$ cat src/rtl/dual_port_ram_reader.sv
// ============================================================================
// dual_port_ram_reader
//
// Burst read engine for one port of the dual_port_ram (1-cycle registered
// read, no read enable). After a start request it walks `length` consecutive
// addresses from `start_address`, wrapping at the top of memory, and hands
// the returned words to a valid/ready consumer. A 2-entry output buffer
// absorbs the one-cycle RAM latency so that backpressure never loses a word.
//
// Ports
//   clock          in   rising-edge clock, shared with the RAM
//   reset_n        in   asynchronous active-low reset
//   start          in   burst request, only looked at while idle
//   start_address  in   first word address, captured with start
//   length         in   number of words (0 .. 2^ADDR_WIDTH), captured with start
//   busy           out  burst in progress
//   done           out  one-cycle pulse after the last word is accepted
//   ram_address    out  read address to the RAM port
//   ram_q          in   read data from the RAM port
//   out_data       out  head word of the output buffer
//   out_valid      out  output buffer holds at least one word
//   out_ready      in   consumer accepts out_data when out_valid is high
// ============================================================================
module dual_port_ram_reader #(
    parameter int ADDR_WIDTH = 10,
    parameter int DATA_WIDTH = 8
) (
    input  logic                  clock,
    input  logic                  reset_n,
    input  logic                  start,
    input  logic [ADDR_WIDTH-1:0] start_address,
    input  logic [ADDR_WIDTH:0]   length,
    output logic                  busy,
    output logic                  done,
    output logic [ADDR_WIDTH-1:0] ram_address,
    input  logic [DATA_WIDTH-1:0] ram_q,
    output logic [DATA_WIDTH-1:0] out_data,
    output logic                  out_valid,
    input  logic                  out_ready
);

    localparam logic [1:0] StIdle  = 2'd0;
    localparam logic [1:0] StRead  = 2'd1;
    localparam logic [1:0] StDrain = 2'd2;

    logic [1:0]            state_q,     state_d;
    logic [ADDR_WIDTH-1:0] ptr_q,       ptr_d;
    logic [ADDR_WIDTH:0]   remaining_q, remaining_d;
    logic [1:0]            count_q,     count_d;
    logic                  inflight_q,  inflight_d;
    logic                  head_q,      head_d;
    logic [DATA_WIDTH-1:0] buf0_q,      buf0_d;
    logic [DATA_WIDTH-1:0] buf1_q,      buf1_d;
    logic                  busy_q,      busy_d;
    logic                  done_q,      done_d;

    logic       pop;
    logic       issue;
    logic       tailIdx;
    logic [2:0] occupancy;
    logic [2:0] afterPop;

    // Buffer occupancy plus the word still in the RAM pipeline. Issuing is
    // allowed only while that total, minus a word leaving this edge, stays
    // below two, so the returning word always has a free slot.
    always_comb begin
        pop       = out_valid && out_ready;
        occupancy = {1'b0, count_q} + {2'b00, inflight_q};
        afterPop  = occupancy - {2'b00, pop};
        issue     = (state_q == StRead) && (remaining_q != '0) && (afterPop < 3'd2);
        // A capture only happens with inflight set, which limits count to 0
        // or 1, so the tail slot is the head flipped by the count LSB.
        tailIdx   = head_q ^ count_q[0];
    end

    // Next-state logic: buffer bookkeeping, read issue and the burst FSM.
    always_comb begin
        state_d     = state_q;
        ptr_d       = ptr_q;
        remaining_d = remaining_q;
        count_d     = afterPop[1:0];
        inflight_d  = issue;
        head_d      = head_q;
        buf0_d      = buf0_q;
        buf1_d      = buf1_q;
        busy_d      = busy_q;
        done_d      = 1'b0;

        if (inflight_q) begin
            if (tailIdx) begin
                buf1_d = ram_q;
            end else begin
                buf0_d = ram_q;
            end
        end

        if (pop) begin
            head_d = ~head_q;
        end

        if (issue) begin
            ptr_d       = ptr_q + ADDR_WIDTH'(1);
            remaining_d = remaining_q - (ADDR_WIDTH+1)'(1);
        end

        case (state_q)
            StIdle: begin
                // A zero-length request completes on the spot: no pointer
                // load, no reads, just the done pulse next cycle.
                if (start) begin
                    if (length != '0) begin
                        state_d     = StRead;
                        ptr_d       = start_address;
                        remaining_d = length;
                        busy_d      = 1'b1;
                    end else begin
                        done_d = 1'b1;
                    end
                end
            end
            StRead: begin
                if (issue && (remaining_q == (ADDR_WIDTH+1)'(1))) begin
                    state_d = StDrain;
                end
            end
            StDrain: begin
                // The burst ends when the final buffered word leaves and
                // nothing is left in the RAM pipeline.
                if (pop && !inflight_q && (count_q == 2'd1)) begin
                    state_d = StIdle;
                    busy_d  = 1'b0;
                    done_d  = 1'b1;
                end
            end
            default: begin
                state_d = StIdle;
                busy_d  = 1'b0;
            end
        endcase
    end

    // State registers; reset discards any burst in progress without a done.
    always_ff @(posedge clock or negedge reset_n) begin
        if (!reset_n) begin
            state_q     <= StIdle;
            ptr_q       <= '0;
            remaining_q <= '0;
            count_q     <= '0;
            inflight_q  <= 1'b0;
            head_q      <= 1'b0;
            buf0_q      <= '0;
            buf1_q      <= '0;
            busy_q      <= 1'b0;
            done_q      <= 1'b0;
        end else begin
            state_q     <= state_d;
            ptr_q       <= ptr_d;
            remaining_q <= remaining_d;
            count_q     <= count_d;
            inflight_q  <= inflight_d;
            head_q      <= head_d;
            buf0_q      <= buf0_d;
            buf1_q      <= buf1_d;
            busy_q      <= busy_d;
            done_q      <= done_d;
        end
    end

    assign busy        = busy_q;
    assign done        = done_q;
    assign ram_address = ptr_q;
    assign out_valid   = (count_q != 2'd0);
    assign out_data    = head_q ? buf1_q : buf0_q;

endmodule

$ cat config.mk
export PLATFORM = sky130hd
export DESIGN_NAME = dual_port_ram_reader
export DESIGN_NICKNAME = d
export VERILOG_FILES = /design/src/rtl/dual_port_ram_reader.sv
export SDC_FILE = /design/constraint.sdc
export NUM_CORES = 1
export LEC_CHECK = 0
export CAP_MARGIN = 25
export CORE_ASPECT_RATIO = 1.1
export CORE_MARGIN = 1.5
export CORE_UTILIZATION = 40
export CTS_BUF_LIST = sky130_fd_sc_hd__clkbuf_8 sky130_fd_sc_hd__clkbuf_16
export CTS_CLUSTER_SIZE = 10
export DETAILED_ROUTE_END_ITERATION = 10
export PLACE_DENSITY = 0.66
export SYNTH_ARGS = -nofsm -noshare
export SYNTH_HDL_FRONTEND = slang
export SYNTH_SLANG_ARGS = --single-unit
$ cat constraint.sdc
create_clock -name clock -period 4.2 [get_ports clock]
set_input_delay 0.63 -clock clock [delete_from_list [all_inputs] [get_ports clock]]
set_output_delay 0.63 -clock clock [all_outputs]
set_load 0.05 [all_outputs]
## After elaboration in Yosys (flattened, before gate mapping)

Index checks and enable logic that the tools add are counted.
Widths: inputs -> output; s select.

| operators by class | value |
|---|---|
| magnitude comparators | 1 |
| bitwise gates (word level) | 4 |
| add/subtract/negate cells | 4 |
| eq/ne operators | 8 |
| mux-type cells | 22 |
| reductions and logical operators | 15 |

Operators by type and width:

| operator | count |
|---|---|
| $mux 11 | 4 |
| $mux 10 | 4 |
| $reduce_bool 11->1 | 2 |
| $eq 11x1->1 const B | 1 |
| $sub 11x1->11 const B | 1 |
| $add 10x1->10 const B | 1 |
| $mux 2 | 4 |
| $mux 8 | 1 |
| $reduce_and 4->1 | 2 |
| $logic_and 1x1->1 | 6 |
| $mux 1 | 6 |
| $ne 2x2->1 const B | 3 |
| $pmux 2 s3 | 1 |
| $eq 2x1->1 const B | 2 |
| $reduce_and 2->1 | 2 |
| $add 2x1->3 | 1 |
| $lt 3x2->1 const B | 1 |
| $not 1->1 | 3 |
| $pmux 1 s3 | 1 |
| $sub 3x1->3 | 1 |
| $eq 2x2->1 const B | 1 |
| $logic_not 2->1 | 1 |
| $ne 2x1->1 const B | 1 |
| $pmux 1 s2 | 1 |
| other kinds (3) | 3 |

| word-level totals | value |
|---|---|
| bits in registers | 45 |
| output and inout bits | 21 |
| word-level logic and storage cells | 64 |

## Longest topological paths before layout

Gate-level depths: netlist (run 1).

| logic depth | value |
|---|---|
| depth in word-level cells | 9 |
| depth in mapped cells | 12 |
| gate-level depth less buffers | 12 |

## Worst setup path before layout (run 1)

No wires, ideal clock.

| timing | value |
|---|---|
| path kind | flip-flop to flip-flop |
| from | register count_q[1] |
| to | register ptr_q[8] (netlist: ram_address[8]) |
| setup time | 0.082 ns |
| required time | 4.118 ns |
| cell stages (with the launch flop) | 12 |
| arrival time | 3.125 ns |
| path slack | 0.993 ns |
| cells stage by stage | dfrtp_1 or2_2 and2_1 ha_1 inv_1 ha_1 fa_1 nor3b_4 nand2_4 or2_4 or3_1 a31oi_1 |

| on the way | value |
|---|---|
| word-level cells in the longest chain between the ends | 9 |

Ends and longest elaborated chain:

| what | RTL line | source |
|---|---|---|
| from (decl) | 49 | `logic [1:0] count_q, count_d;` |
| from (signal assigned) | 159 | `count_q <= count_d;` |
| $reduce_bool 2->1 (*) | 172 | `assign out_valid = (count_q != 2'd0);` |
| net out_valid | 38 | `output logic out_valid,` |
| $logic_and 1x1->1 (*) | 67 | `pop = out_valid && out_ready;` |
| $sub 3x1->3 (*) | 69 | `afterPop = occupancy - {2'b00, pop};` |
| net afterPop[1] | 61 | `logic [2:0] afterPop;` |
| $lt 3x2->1 (*) | 70 | `issue = (state_q == StRead) && (remaining_q != '0) && (afterPop < 3'd2);` |
| $logic_and 1x1->1 (*) | 70 |  |
| $mux 10 (*) | 101 | `if (issue) begin` |
| $mux 10 | 111 | `if (length != '0) begin` |
| $mux 10 | 110 | `if (start) begin` |
| $mux 10 (*) | 106 | `case (state_q)` |
| net ptr_d[8] | 47 | `logic [ADDR_WIDTH-1:0] ptr_q, ptr_d;` |
| to (signal assigned) | 157 | `ptr_q <= ptr_d;` |
| to (decl) | 47 |  |

The timed path passes the listed nets; every way through them passes the cells marked *.
A chain may end at the register's enable or synchronous reset.

## Final worst setup path (run 1)

| timing | value |
|---|---|
| from | register count_q[1] |
| to | register ptr_q[8] (netlist: ram_address[8]) |

| on the way | value |
|---|---|
| word-level cells in the longest chain between the ends | 9 |

Ends and longest elaborated chain:

| what | RTL line |
|---|---|
| parallel branches: the longest is 2 deep, another holds $add 2x1->3 | - |
| $sub 3x1->3 (*) | 69 |
| net afterPop[1] | 61 |
| $lt 3x2->1 (*) | 70 |
| $logic_and 1x1->1 (*) | 70 |
| $mux 10 (*) | 101 |
| $mux 10 | 111 |
| $mux 10 | 110 |
| $mux 10 (*) | 106 |
| net ptr_d[8] | 47 |

Mark *: on every way through the listed nets, which the timed path passes.

==> results of run 1 <==
## per-layer routing
metal,vias up,track usage [%],wire (µm)
met4,0,6.06,66
met5,-,0,0
met2,63,28.9,2520
met3,7,4.37,247
li1,897,-,-
met1,852,21.7,2220
## sequential cells by signal, indices dropped and copies added (netlist names), 2 cells and up
register     count
buf0_q           8
buf1_q           8
count_q          2
ram_address     10
remaining_q     11
state_q          2
## power by group through the flow
stage,Combinational (mW),Clock (mW),Sequential [mW]
2_1_floorplan,1.03,0,0.973
3_3_place_gp,1.55,0,0.854
3_5_place_dp,1.57,0,0.858
4_1_cts,1.58,0.350,0.853
5_1_grt,1.69,0.372,0.890
6_report,1.56,0.341,0.855
## metrics by stage
step | util, % | worst slack (ns)
finish | 54.0 | 0.910
global route | 54.0 | 0.766
global placement | 51.5 | 0.717
detailed placement | 51.5 | 0.621
CTS | 53.6 | 0.883
floorplan | - | 0.993
## layout make-up
cell class	count	area share, %
inverters	8	0.965
flip-flops and latches	45	36.2
multi-input cells	164	38.1
repair buffers	55	17.8
well taps	77	3.09
clock buffers	6	2.65
clock inverters	2	1.21
## logic make-up after synthesis
group | Yosys count | share of synthesized area (%)
XOR/XNOR | 19 | 7.31
buffers and inverters | 16 | 2.74
flip-flops | 45 | 47.3
AND/OR/NAND/NOR | 86 | 20.5
AO/OA/AOI/OAI | 28 | 6.84
adder cells (fa/ha/maj) | 6 | 3.47
multiplexers | 25 | 11.8
## cell usage in the layout, fill, tap and decap left out, types with 6 or more instances in the layout
cell type,Yosys,layout
o21ai_1,6,6
dfrtp_1,45,45
mux2_2,24,24
clkdlybuf4s50_1,0,52
xnor2_1,17,17
nor4_1,6,6
clkbuf_8,0,6
nor3_1,7,7
o21ai_0,12,12
inv_1,7,7
nand2_1,26,26
nor2_1,12,12
## final timing paths
path / from / to / slack [ns]
worst max-delay path: count_q[1] / ram_address[8] / 0.91
worst min-delay path: reset_n / buf0_q[0] / 0.28
worst max register to register: count_q[1] / ram_address[8] / 0.91
worst min register to register: buf1_q[3] / buf1_q[3] / 0.51
max in group asynchronous: reset_n / inflight_q / 3.42
min in group clock: buf1_q[3] / buf1_q[3] / 0.51
==> summary.md, run 1 <==
| Metric | Value |
|---|---|
| DR vias/cell | `roughly 5.1` |
| Register share of total power | `a little under a third` |
| Post-Route Setup TNS | `0 ns` |
| Mapped Cells | `225` |
| Area share of the leading cell type in the synthesized netlist | `47.3%` |
| Minimum clock period | `3.29 ns` |
| Hpwl dp | `3.57 mm` |
| Crit end category | `register` |
| Top-count cell post-synth | `dfrtp_1` |
| Pwr Density | `886 nW/µm²` |
| Sequential Area | `1130 µm²` |
| CP top delay family | `simple AND/OR/NAND/NOR gates` |
| Post-synthesis sequential area ratio | `47.3%` |
| Largest fanout on the critical path | `18` |
| Post CTS Setup Buffer Count | `0` |
| Die area | `6420 µm²` |
| Die Y | `83.9 µm` |
| F_max | `approximately 300 MHz` |
| Starting Density | `41.2%` |
| Status | `complete, no violations` |
| Most Frequent Cell on Critical Path | `ha_1` |
| GRT Total Usage | `17.3%` |
| Core Region | `roughly 5800 µm²` |
| Worst path bufs/invs | `1` |
| Clock power frac | `12.4%` |
| Io pins | `54` |
| # fillers | `518` |
| Global-route wire length before repair | `between 8 and 9 mm` |
| Slowest stage delay, CP | `0.49 ns` |
| Slowest CP cell | `fa_1` |
| Die width | `76.5 µm` |
| Routed len/inst | `between 10 and 15 µm` |
| Critical path arrival | `3.50 ns` |
| Total Power | `2.76 mW` |
| Post-cts sizing count | `0` |
| Routed Antenna Nets | `0` |
| Insertion delay to the later sink of the worst-skew pair | `0.30 ns` |
| Row count | `29` |
| Dpl cell area | `2970 µm²` |
| Area occupied by multi-input gates | `between 1000 and 1500 µm²` |
| Nets@finish | `318` |
| Antenna Cells | `0` |
| Main area contributors after synthesis | `dfrtp_1 47%, mux2_2 11%, xnor2_1 6.3%, nand2_1 4.1%, ha_1 2.6%` |
| Syn Area/Cell | `10.6 µm²` |
| Clock skew after layout | `0.00746 ns` |
| Leading area contributor after synthesis | `dfrtp_1` |
| Post-cts hold buffer count | `0` |
| Synth warn | `0` |
| # DRC | `0` |
| DR vias | `around 1.8k` |
| Largest net degree at the start of global routing | `46` |
| CTS tree | `built` |
| Pleak | `1.20 nW` |
| Hold WC Path Type | `in2async` |
| Max Slew Vio Count | `0` |
| Mapped cell area | `2380 µm²` |
| Req. time, crit path | `roughly 4.4 ns` |
| Switching power share of the total | `~45%` |
| Gpl congestion | `about 0.8` |
| Reg clk slew, reported paths | `roughly 0.090 ns` |
| 1st-pass router iterations | `4` |
| Synth top cells by count | `45 x dfrtp_1, 26 x nand2_1, 24 x mux2_2` |
| FFs w/ async S/R, synth | `100%` |
| WL final | `5.05 mm` |
| Crit share post-route | `78.3%` |
| DRT iter0 DRCs | `50` |
| Worst slew pin tran | `0.676 ns` |
| Port bufs | `53` |
| FF+latch count, synth | `45` |
| Inst Count DP | `around 350` |
| Primary FF master, synth | `dfrtp_1` |
| Relative slew slack | `a little over half` |
| Final count of negative-setup-slack endpoints | `0` |
| Final instance area | `~3100 µm²` |
| Share of cells above drive strength 1 | `16.4%` |
| Fin. Hold Viols | `0` |
| Sw power | `approximately 1.3 mW` |
| Post-synthesis net count | `264` |
| Total gr overflow | `0` |
| Non-filler cells, final | `357` |
| CTS Buffer Depth | `2` |
| Worst setup path class | `reg2reg` |
| CP Launch Type | `register` |
| H-tree levels | `2` |
| CTS buffer count | `5` |
| Root buf cell | `clkbuf_8` |
| Initial antenna violation count | `0` |
| Logic pwr share | `56.6%` |
| Internal power | `1.51 mW` |
| Crit. path cell count | `11` |
| Number of global-route vias before repair | `1,885` |
| Max-cap violations | `0` |
| Worst reg-to-reg path cell count | `11` |
| Worst vdd ir | `between 0.3 and 0.4 mV` |
| Sinks on Clock Net | `45` |
| RSZ-0062 raised after global routing | `no` |
| Synth unique cells | `between 40 and 50` |
| Post-synth EDFFs | `0` |
| Final worst hold slack | `0.279 ns` |
| CP Cell Sequence | `or2_2, and2_1, ha_1, inv_1, ha_1, fa_1, nor3b_4, nand2_4, or2_4, or3_1, a31oi_1` |
| Area Growth Syn to Fin | `30.9%` |
Power figures use the tool's default switching activity.
==> run 2: changes to the inputs <==
PLACE_DENSITY = 0.69   (was 0.66)
clock period = 2.8 ns   (was 4.2 ns; I/O delays follow)
==> run 2 against run 1 <==
  * The run now ends with setup timing left
  * Total power grew 68%
  * Die area is the same
  * Clock power grew 21%
  * Worst hold slack gained 0.23 ns
  * Combinational power grew 88%
  * Maximum frequency grew 14%
  * Final area grew 8.5%
  * Largest cell class unchanged
==> summary.md, run 2 (synthesis gave the netlist of run 1 again) <==
| Metric | Value |
|---|---|
| RSZ-0062 raised after global routing | `yes (was no)` |
| Total gr overflow | `0 (unchanged)` |
| Critical path arrival | `3.11 ns (was 3.50 ns)` |
| Routed len/inst | `14.3 µm (was 14.1 µm)` |
| Routed Antenna Nets | `0 (unchanged)` |
| Largest fanout on the critical path | `7 (was 18)` |
| Reg clk slew, reported paths | `0.08 ns (was 0.09 ns)` |
| DR vias | `1,932 (was 1,819)` |
| Violated checks | `setup timing` |
| Hold WC Path Type | `reg2reg (was in2async)` |
| Hpwl dp | `3.69 mm (was 3.57 mm)` |
| Io pins | `54 (unchanged)` |
| Fin. Hold Viols | `0 (unchanged)` |
| DR vias/cell | `5.14 (was 5.10)` |
| CTS buffer count | `5 (unchanged)` |
| CP Cell Sequence | `or2_4, and2_4, ha_4, inv_2, ha_4, fa_2, nor3b_4, buf_6, nand2_4, or2_4, or3_1, a31oi_1 (was or2_2, and2_1, ha_1, inv_1, ha_1, fa_1, nor3b_4, nand2_4, or2_4, or3_1, a31oi_1)` |
| Worst setup path class | `reg2reg (unchanged)` |
| Starting Density | `41.2% (unchanged)` |
| Dpl ws | `-0.402 ns (was 0.621 ns)` |
| Root buf cell | `clkbuf_8 (unchanged)` |
| Worst vdd ir | `0.798 mV (was 0.372 mV)` |
| Nets@finish | `337 (was 318)` |
| Crit share post-route | `103% (was 78.3%)` |
| Max reg flops | `11 (unchanged)` |
| # fillers | `501 (was 518)` |
| Sinks on Clock Net | `45 (unchanged)` |
| Die width | `76.5 µm (unchanged)` |
| Share of cells above drive strength 1 | `25.8% (was 16.4%)` |
| CP Launch Type | `register (unchanged)` |
| # DRC | `0 (unchanged)` |
| Most common cell after layout, fill and taps aside | `clkdlybuf4s50_1 (unchanged)` |
| Final count of negative-setup-slack endpoints | `17 (was 0)` |
| Clock skew after layout | `0.00364 ns (was 0.00746 ns)` |
| Row count | `29 (unchanged)` |
| Initial antenna violation count | `0 (unchanged)` |
| Most frequent cells in the layout | `52 x clkdlybuf4s50_1, 45 x dfrtp_1, 26 x nand2_1 (unchanged)` |
| Global-route wire length before repair | `9.17 mm (was 8.76 mm)` |
| Max Slew Vio Count | `0 (unchanged)` |
| Status | `finished with violations (was complete, no violations)` |
| CTS Buffer Depth | `2 (unchanged)` |
| Worst path bufs/invs | `2 (was 1)` |
| H-tree levels | `2 (unchanged)` |
| Most flop-heavy register | `remaining_q (unchanged)` |
| Port bufs | `53 (unchanged)` |
| Slowest stage delay, CP | `0.45 ns (was 0.49 ns)` |
| CTS tree | `built (unchanged)` |
| GRT Total Usage | `17.7% (was 17.3%)` |
| Die Y | `83.9 µm (unchanged)` |
| Relative slew slack | `52.3% (was 54.8%)` |
| Final instance area | `3380 µm² (was 3110 µm²)` |
| Insertion delay to the later sink of the worst-skew pair | `0.29 ns (was 0.30 ns)` |
| Final WS setup | `-0.0910 ns (was 0.910 ns)` |
| Pleak | `1.30 nW (was 1.20 nW)` |
| Area Growth Syn to Fin | `42.0% (was 30.9%)` |
| DRT iter0 DRCs | `80 (was 50)` |
| Gpl congestion | `0.897 (was 0.814)` |
| Largest net degree at the start of global routing | `46 (unchanged)` |
| Pwr Density | `1370 nW/µm² (was 886 nW/µm²)` |
| Die area | `6420 µm² (unchanged)` |
| Core Region | `5770 µm² (unchanged)` |
| CP top delay family | `simple AND/OR/NAND/NOR gates (unchanged)` |
| Minimum clock period | `2.89 ns (was 3.29 ns)` |
| Dpl cell area | `3110 µm² (was 2970 µm²)` |
| Crit end category | `register (unchanged)` |
| Req. time, crit path | `3.02 ns (was 4.41 ns)` |
| Antenna Cells | `0 (unchanged)` |
| Number of global-route vias before repair | `2,005 (was 1,885)` |
| Max-cap violations | `0 (unchanged)` |
| F_max | `346 MHz (was 304 MHz)` |
| Worst slew pin tran | `0.715 ns (was 0.676 ns)` |
| Slowest CP cell | `fa_2 (was fa_1)` |
| WL final | `5.38 mm (was 5.05 mm)` |
| Total Power | `4.62 mW (was 2.76 mW)` |
| 1st-pass router iterations | `4 (unchanged)` |
-- run 2: cell count changes in the layout (fill, tap and decap cells not counted), sizes merged --
cell	change
nand2	+1
buf	+17
clkinv	+2
bufinv	-1
clkinvlp	-1
dlygate4sd3	+1
-- run 2: worst paths after layout --
check                            from        endpoint  slack (ns)  depth (start not counted)
max in group asynchronous     reset_n       buf0_q[1]        1.80                          3
min reg2reg                 buf1_q[3]       buf1_q[3]        0.51                          1
min in group asynchronous     reset_n  remaining_q[3]        0.53                          2
min                         buf1_q[3]       buf1_q[3]        0.51                          1
max                        count_q[0]  ram_address[8]       -0.09                         12
max reg2reg                count_q[0]  ram_address[8]       -0.09                         12
-- run 2: final cells by class --
type	count	area, µm²	area share, %
Timing Repair Buffer	73	714	21.1
Clock inverter	2	13.8	0.407
Sequential cell	45	1130	33.3
Inverter	8	32.5	0.963
Multi-Input combinational cell	165	1310	38.9
Tap cell	77	96.3	2.85
Clock buffer	6	82.6	2.44
-- run 2: power breakdown --
| part | switching [mW] | total, mW | internal [mW] |
|---|---|---|---|
| Clock | 0.213 | 0.413 | 0.200 |
| Combinational | 1.59 | 2.94 | 1.35 |
| Sequential | 0.297 | 1.27 | 0.971 |
| Total | 2.10 | 4.62 | 2.52 |
-- run 2: timing repair --
action | 4_1_cts | 5_1_grt
gates cloned | 1 | 0
hold buffers | 0 | 1
endpoints found under the setup margin | 19 | 24
buffers inserted | 2 | 3
endpoints found under the hold margin | 0 | 9
pin swaps | 9 | 7
resized for setup | 13 | 7
-- run 2: per-stage QoR --
step / instances / setup TNS [ns] / hold slack [ns] / util, %
2_1_floorplan: 225 / -1.38 / 0.124 / -
3_3_place_gp: 360 / -5.76 / 0.481 / 53.8
3_5_place_dp: 360 / -6.73 / 0.488 / 53.8
4_1_cts: 371 / -0.652 / 0.320 / 56.8
5_1_grt: 376 / -3.12 / 0.537 / 58.6
6_report: 376 / -0.669 / 0.506 / 58.6
-- run 2: layer usage --
metal | GRT usage (%) | up-vias | share of wire (%) | wire length [µm]
met5 | 0 | - | 0 | 0
met4 | 4.21 | 0 | 0.78 | 42
met3 | 3.50 | 5 | 3.7 | 201
met2 | 30.8 | 51 | 51 | 2760
met1 | 22.7 | 943 | 44 | 2370
li1 | - | 933 | - | -
==> RTL edit 1, RTL diff (settings of run 2) <==
`ADDR_WIDTH`: 10 -> 9.
--- a/src/rtl/dual_port_ram_reader.sv
+++ b/src/rtl/dual_port_ram_reader.sv
@@ -23,5 +23,5 @@
 // ============================================================================
 module dual_port_ram_reader #(
-    parameter int ADDR_WIDTH = 10,
+    parameter int ADDR_WIDTH = 9,
     parameter int DATA_WIDTH = 8
 ) (
Interface: changed (resized length, ram_address and start_address); port bits go from 54 to 51. No check against the original RTL was run, so the function may have changed too.
==> RTL edit 1 against run 2 <==
- cell area up 0.52%
- sequential cell count down 2
- area after synthesis up 3.4%
- synthesized cell count up 2.7%
- core utilization down 0.43 points
- routed wire length up 6.9%
- setup slack better by 150 ps
- total power up 1.0%
- fmax up 5.3%
- critical endpoint is now ram_address[6]
- largest power group unchanged
==> RTL edit 1: results (changes against run 2) <==
[setup_path]
cp_top_family=adder cells
r2r_cells=13  ; +1
r2r_setup_slack_ps=50  ; +150 ps
reg2reg_from=count_q[1]
timing.rr.end=ram_address[6]
worstPathArrival_ps=2930  ; -180 ps
path_max_fanout=4  ; -3

[logic_synthesis]
synthTopCellsByArea=dfrtp_1 44%, mux2_2 11%, nor2_1 3.4%
synth_edf_count=0  ; unchanged
synth.net_count=268  ; +1.5%
synth-seq-area-share=0.437  ; -0.0360
syn_inst=231  ; +2.7%
synth_common_cells=43 x dfrtp_1, 24 x mux2_2, 22 x nor2_1, 11 x a31oi_1, 10 x a21oi_1
synthDistinctLibCells=51  ; +11%

[pwr]
p_leak_nw=1.33  ; +1.8%
vdd_drop_max_uv=609  ; -24%
p_int_mw=2.50  ; -0.77%
pwr-share-clk=0.088
power_mw=4.67  ; +1.0%

[placed_design]
port_buffers=50  ; -5.7%
place_ws_ps=-231  ; +170 ps
dp.cells=365  ; +1.4%
gp_congestion=0.837  ; -6.7%
dp_hpwl_mm=4.13  ; +12%

[detailed_routing]
routed_wl_mm=5.75  ; +6.9%
dr_wl_met3_um=277  ; +38%
vias=2068  ; +7.0%
wl_met2_mm=2.75  ; -0.33%
first_iter_violations=89  ; +11%

[sta]
hold_slack_ps=78.7  ; -427 ps
fin_crit_ps=2750  ; -145 ps
finalClockSkew_ps=6.69  ; +3.05 ps
slew-limit-headroom=0.516  ; -0.00684

[final_layout]
fin_nets=335  ; -0.59%
drive_gt1_frac=0.304  ; +0.0468
largest_reg_flops=10  ; -1

[global_route]
grt_use_met1=0.231  ; +0.00400
grt.met3_usage=0.0441  ; +0.00911
grt_use_total=0.180  ; +0.00206
grt_max_degree=25  ; -46%
grt_first_pass_wirelength_mm=9.40  ; +2.5%
use_met2=0.296  ; -0.0128

[min_path]
min_path_type=input pin to asynchronous set/reset pin

[run_status]
status=complete, no violations

[cts]
clk_pin_slew_ps=90
cts_resized=0  ; -13

RTL edit 1: worst max-delay path by stage:
stage               startpoint             end  cells past startpoint
finish              count_q[1]  ram_address[6]                     13
detailed placement   out_ready  ram_address[3]                     11
global placement     out_ready  ram_address[4]                     11
CTS                 count_q[1]  ram_address[3]                     11
floorplan           count_q[1]  ram_address[3]                     11
global route        count_q[1]  ram_address[3]                     11
RTL edit 1: cell type report:
class	instances	area [um^2]
Clock buffer	5	68.8
Tap cell	77	96.3
Sequential cell	43	1080
Inverter	9	33.8
Timing Repair Buffer	71	673
Fill cell	512	2450
Clock inverter	3	23.8
Multi-Input combinational cell	168	1420
RTL edit 1: kinds of logic after synthesis:
| group | after synthesis | share of synthesized area |
|---|---|---|
| muxes | 26 | 0.118 |
| xor gates and xnor gates | 3 | 0.0183 |
| AOI/OAI and AO/OA | 51 | 0.143 |
| buffers and inverters | 20 | 0.0498 |
| adders and majority gates | 6 | 0.0336 |
| and+or+nand+nor | 82 | 0.199 |
| DFF | 43 | 0.437 |
==> RTL edit 2, RTL diff (flow settings as in run 2) <==
Without the edit above. Take the reset off `buf0_q` and load it in a clocked block of its own.
--- a/src/rtl/dual_port_ram_reader.sv
+++ b/src/rtl/dual_port_ram_reader.sv
@@ -149,5 +149,4 @@
             inflight_q  <= 1'b0;
             head_q      <= 1'b0;
-            buf0_q      <= '0;
             buf1_q      <= '0;
             busy_q      <= 1'b0;
@@ -160,9 +159,12 @@
             inflight_q  <= inflight_d;
             head_q      <= head_d;
-            buf0_q      <= buf0_d;
             buf1_q      <= buf1_d;
             busy_q      <= busy_d;
             done_q      <= done_d;
         end
+    end
+
+    always_ff @(posedge clock) begin
+        buf0_q <= buf0_d;
     end
 
Function: differs if reset_n is asserted again (counterexample within 4 cycles, from zero or initial values and one cycle with reset_n low); with reset_n held inactive, the same outputs for 10 cycles.
==> RTL edit 2 against run 2 <==
- the flow still finishes with violations (setup timing)
- cell area shrank 6.1%
- setup slack gained 6.5 ps
- total power shrank 9.8%
- largest power group unchanged
- non-clock buffer count shrank 7
- area after synthesis shrank 3.6%
- routed wire length shrank 4.8%
- sequential cell count is the same
- combinational power shrank 17%
==> RTL edit 2: results (changes against run 2) <==
[pwr]
vdd_drop_max_uv=748  ; -6.2%

[logic_synthesis]
synthTopCellsByArea=dfrtp_1 40%, edfxtp_1 10%, mux2_2 7.9%
synth_edf_count=8  ; +8
synth_common_cells=37 x dfrtp_1, 24 x nand2_1, 16 x mux2_2, 15 x o21ai_0, 9 x nand3_1
async_flop_share=0.822  ; -0.178
synth-seq-area-share=0.509  ; +0.0353
avgSynthCellArea_um2=10.7  ; +0.85%
synthDistinctLibCells=42  ; -8.7%

[setup_path]
r2r_cells=11  ; -1
max_stage_delay_ps=470  ; +20 ps
timing.rr.end=remaining_q[3]
path_max_fanout=6  ; -1

[sta]
finalClockSkew_ps=7.00  ; +3.36 ps
finalWorstSetupSlack_ps=-84.5  ; +6.54 ps
final-setup-viol-count=8  ; -9
worst_pin_slew_ps=821  ; +106 ps

[final_layout]
fin_nets=319  ; -5.3%
drive_gt1_frac=0.199  ; -0.0582
stdcell_count=356  ; -5.3%

[placed_design]
gp_congestion=0.766  ; -15%
dp.cells=342  ; -5.0%
dpl_cell_area_mm2=0.00295  ; -5.0%

[run_status]
status=finished, violations left
violations=setup timing

[global_route]
grt_use_total=0.176  ; -0.00185
grt_first_pass_wirelength_mm=8.11  ; -12%

[min_path]
min_path_type=input pin to asynchronous set/reset pin

[detailed_routing]
vias=1823  ; -5.6%
routed_wl_mm=5.12  ; -4.8%

RTL edit 2: layer usage:
metal	vias up	global-route usage	part of all wire
met1	863	0.215	0.45
li1	898	-	-
met2	56	0.305	0.49
met5	-	0	0
met3	6	0.0413	0.051
met4	0	0.0554	0.013
RTL edit 2: what timing repair did:
action,in CTS,in global routing
pin swaps,3,3
setup buffers,5,1
gates resized for setup,7,5
setup endpoints to repair,12,23
RTL edit 2: worst max path at each step:
stage,startpoint,end,slack [ps],cells past startpoint
floorplan,count_q[0],remaining_q[3],-110,11
global placement,out_ready,remaining_q[3],-300,11
detailed placement,out_ready,remaining_q[3],-350,11
CTS,count_q[0],remaining_q[3],-100,11
global route,count_q[0],remaining_q[3],-230,11
finish,count_q[0],remaining_q[3],-80,11
RTL edit 2: metrics by stage:
step	TNS, ps	utilization	power [mW]	hold WS [ps]
detailed placement	-5130	0.540	3.45	490
global route	-3170	0.580	4.45	297
global placement	-4300	0.540	3.40	485
CTS	-603	0.573	4.13	252
finish	-269	0.580	4.17	220
floorplan	-390	-	2.79	124
RTL edit 2: layout make-up:
| type | count | area, um^2 |
|---|---|---|
| fillers | 491 | 2290 |
| flip-flops and latches | 45 | 1170 |
| multi-input cells | 155 | 1150 |
| repair buffers | 66 | 627 |
| well taps | 75 | 93.8 |
| clock buffers | 5 | 68.8 |
| clock inverters | 3 | 38.8 |
| inverters | 7 | 26.3 |
RTL edit 2: power breakdown:
group	internal, mW	leakage (nW)	switching [mW]
Clock	0.261	0.0593	0.214
Combinational	1.06	0.663	1.39
Sequential	0.968	0.520	0.271
RTL edit 2: logic make-up after synthesis:
family                     Yosys count  share of synthesized area
buffers and inverters               15                     0.0300
xor gates and xnor gates            16                     0.0611
DFF                                 45                      0.509
adders and majority gates            6                     0.0360
AOI/OAI and AO/OA                   29                     0.0704
and+or+nand+nor                     85                      0.202
muxes                               19                     0.0917
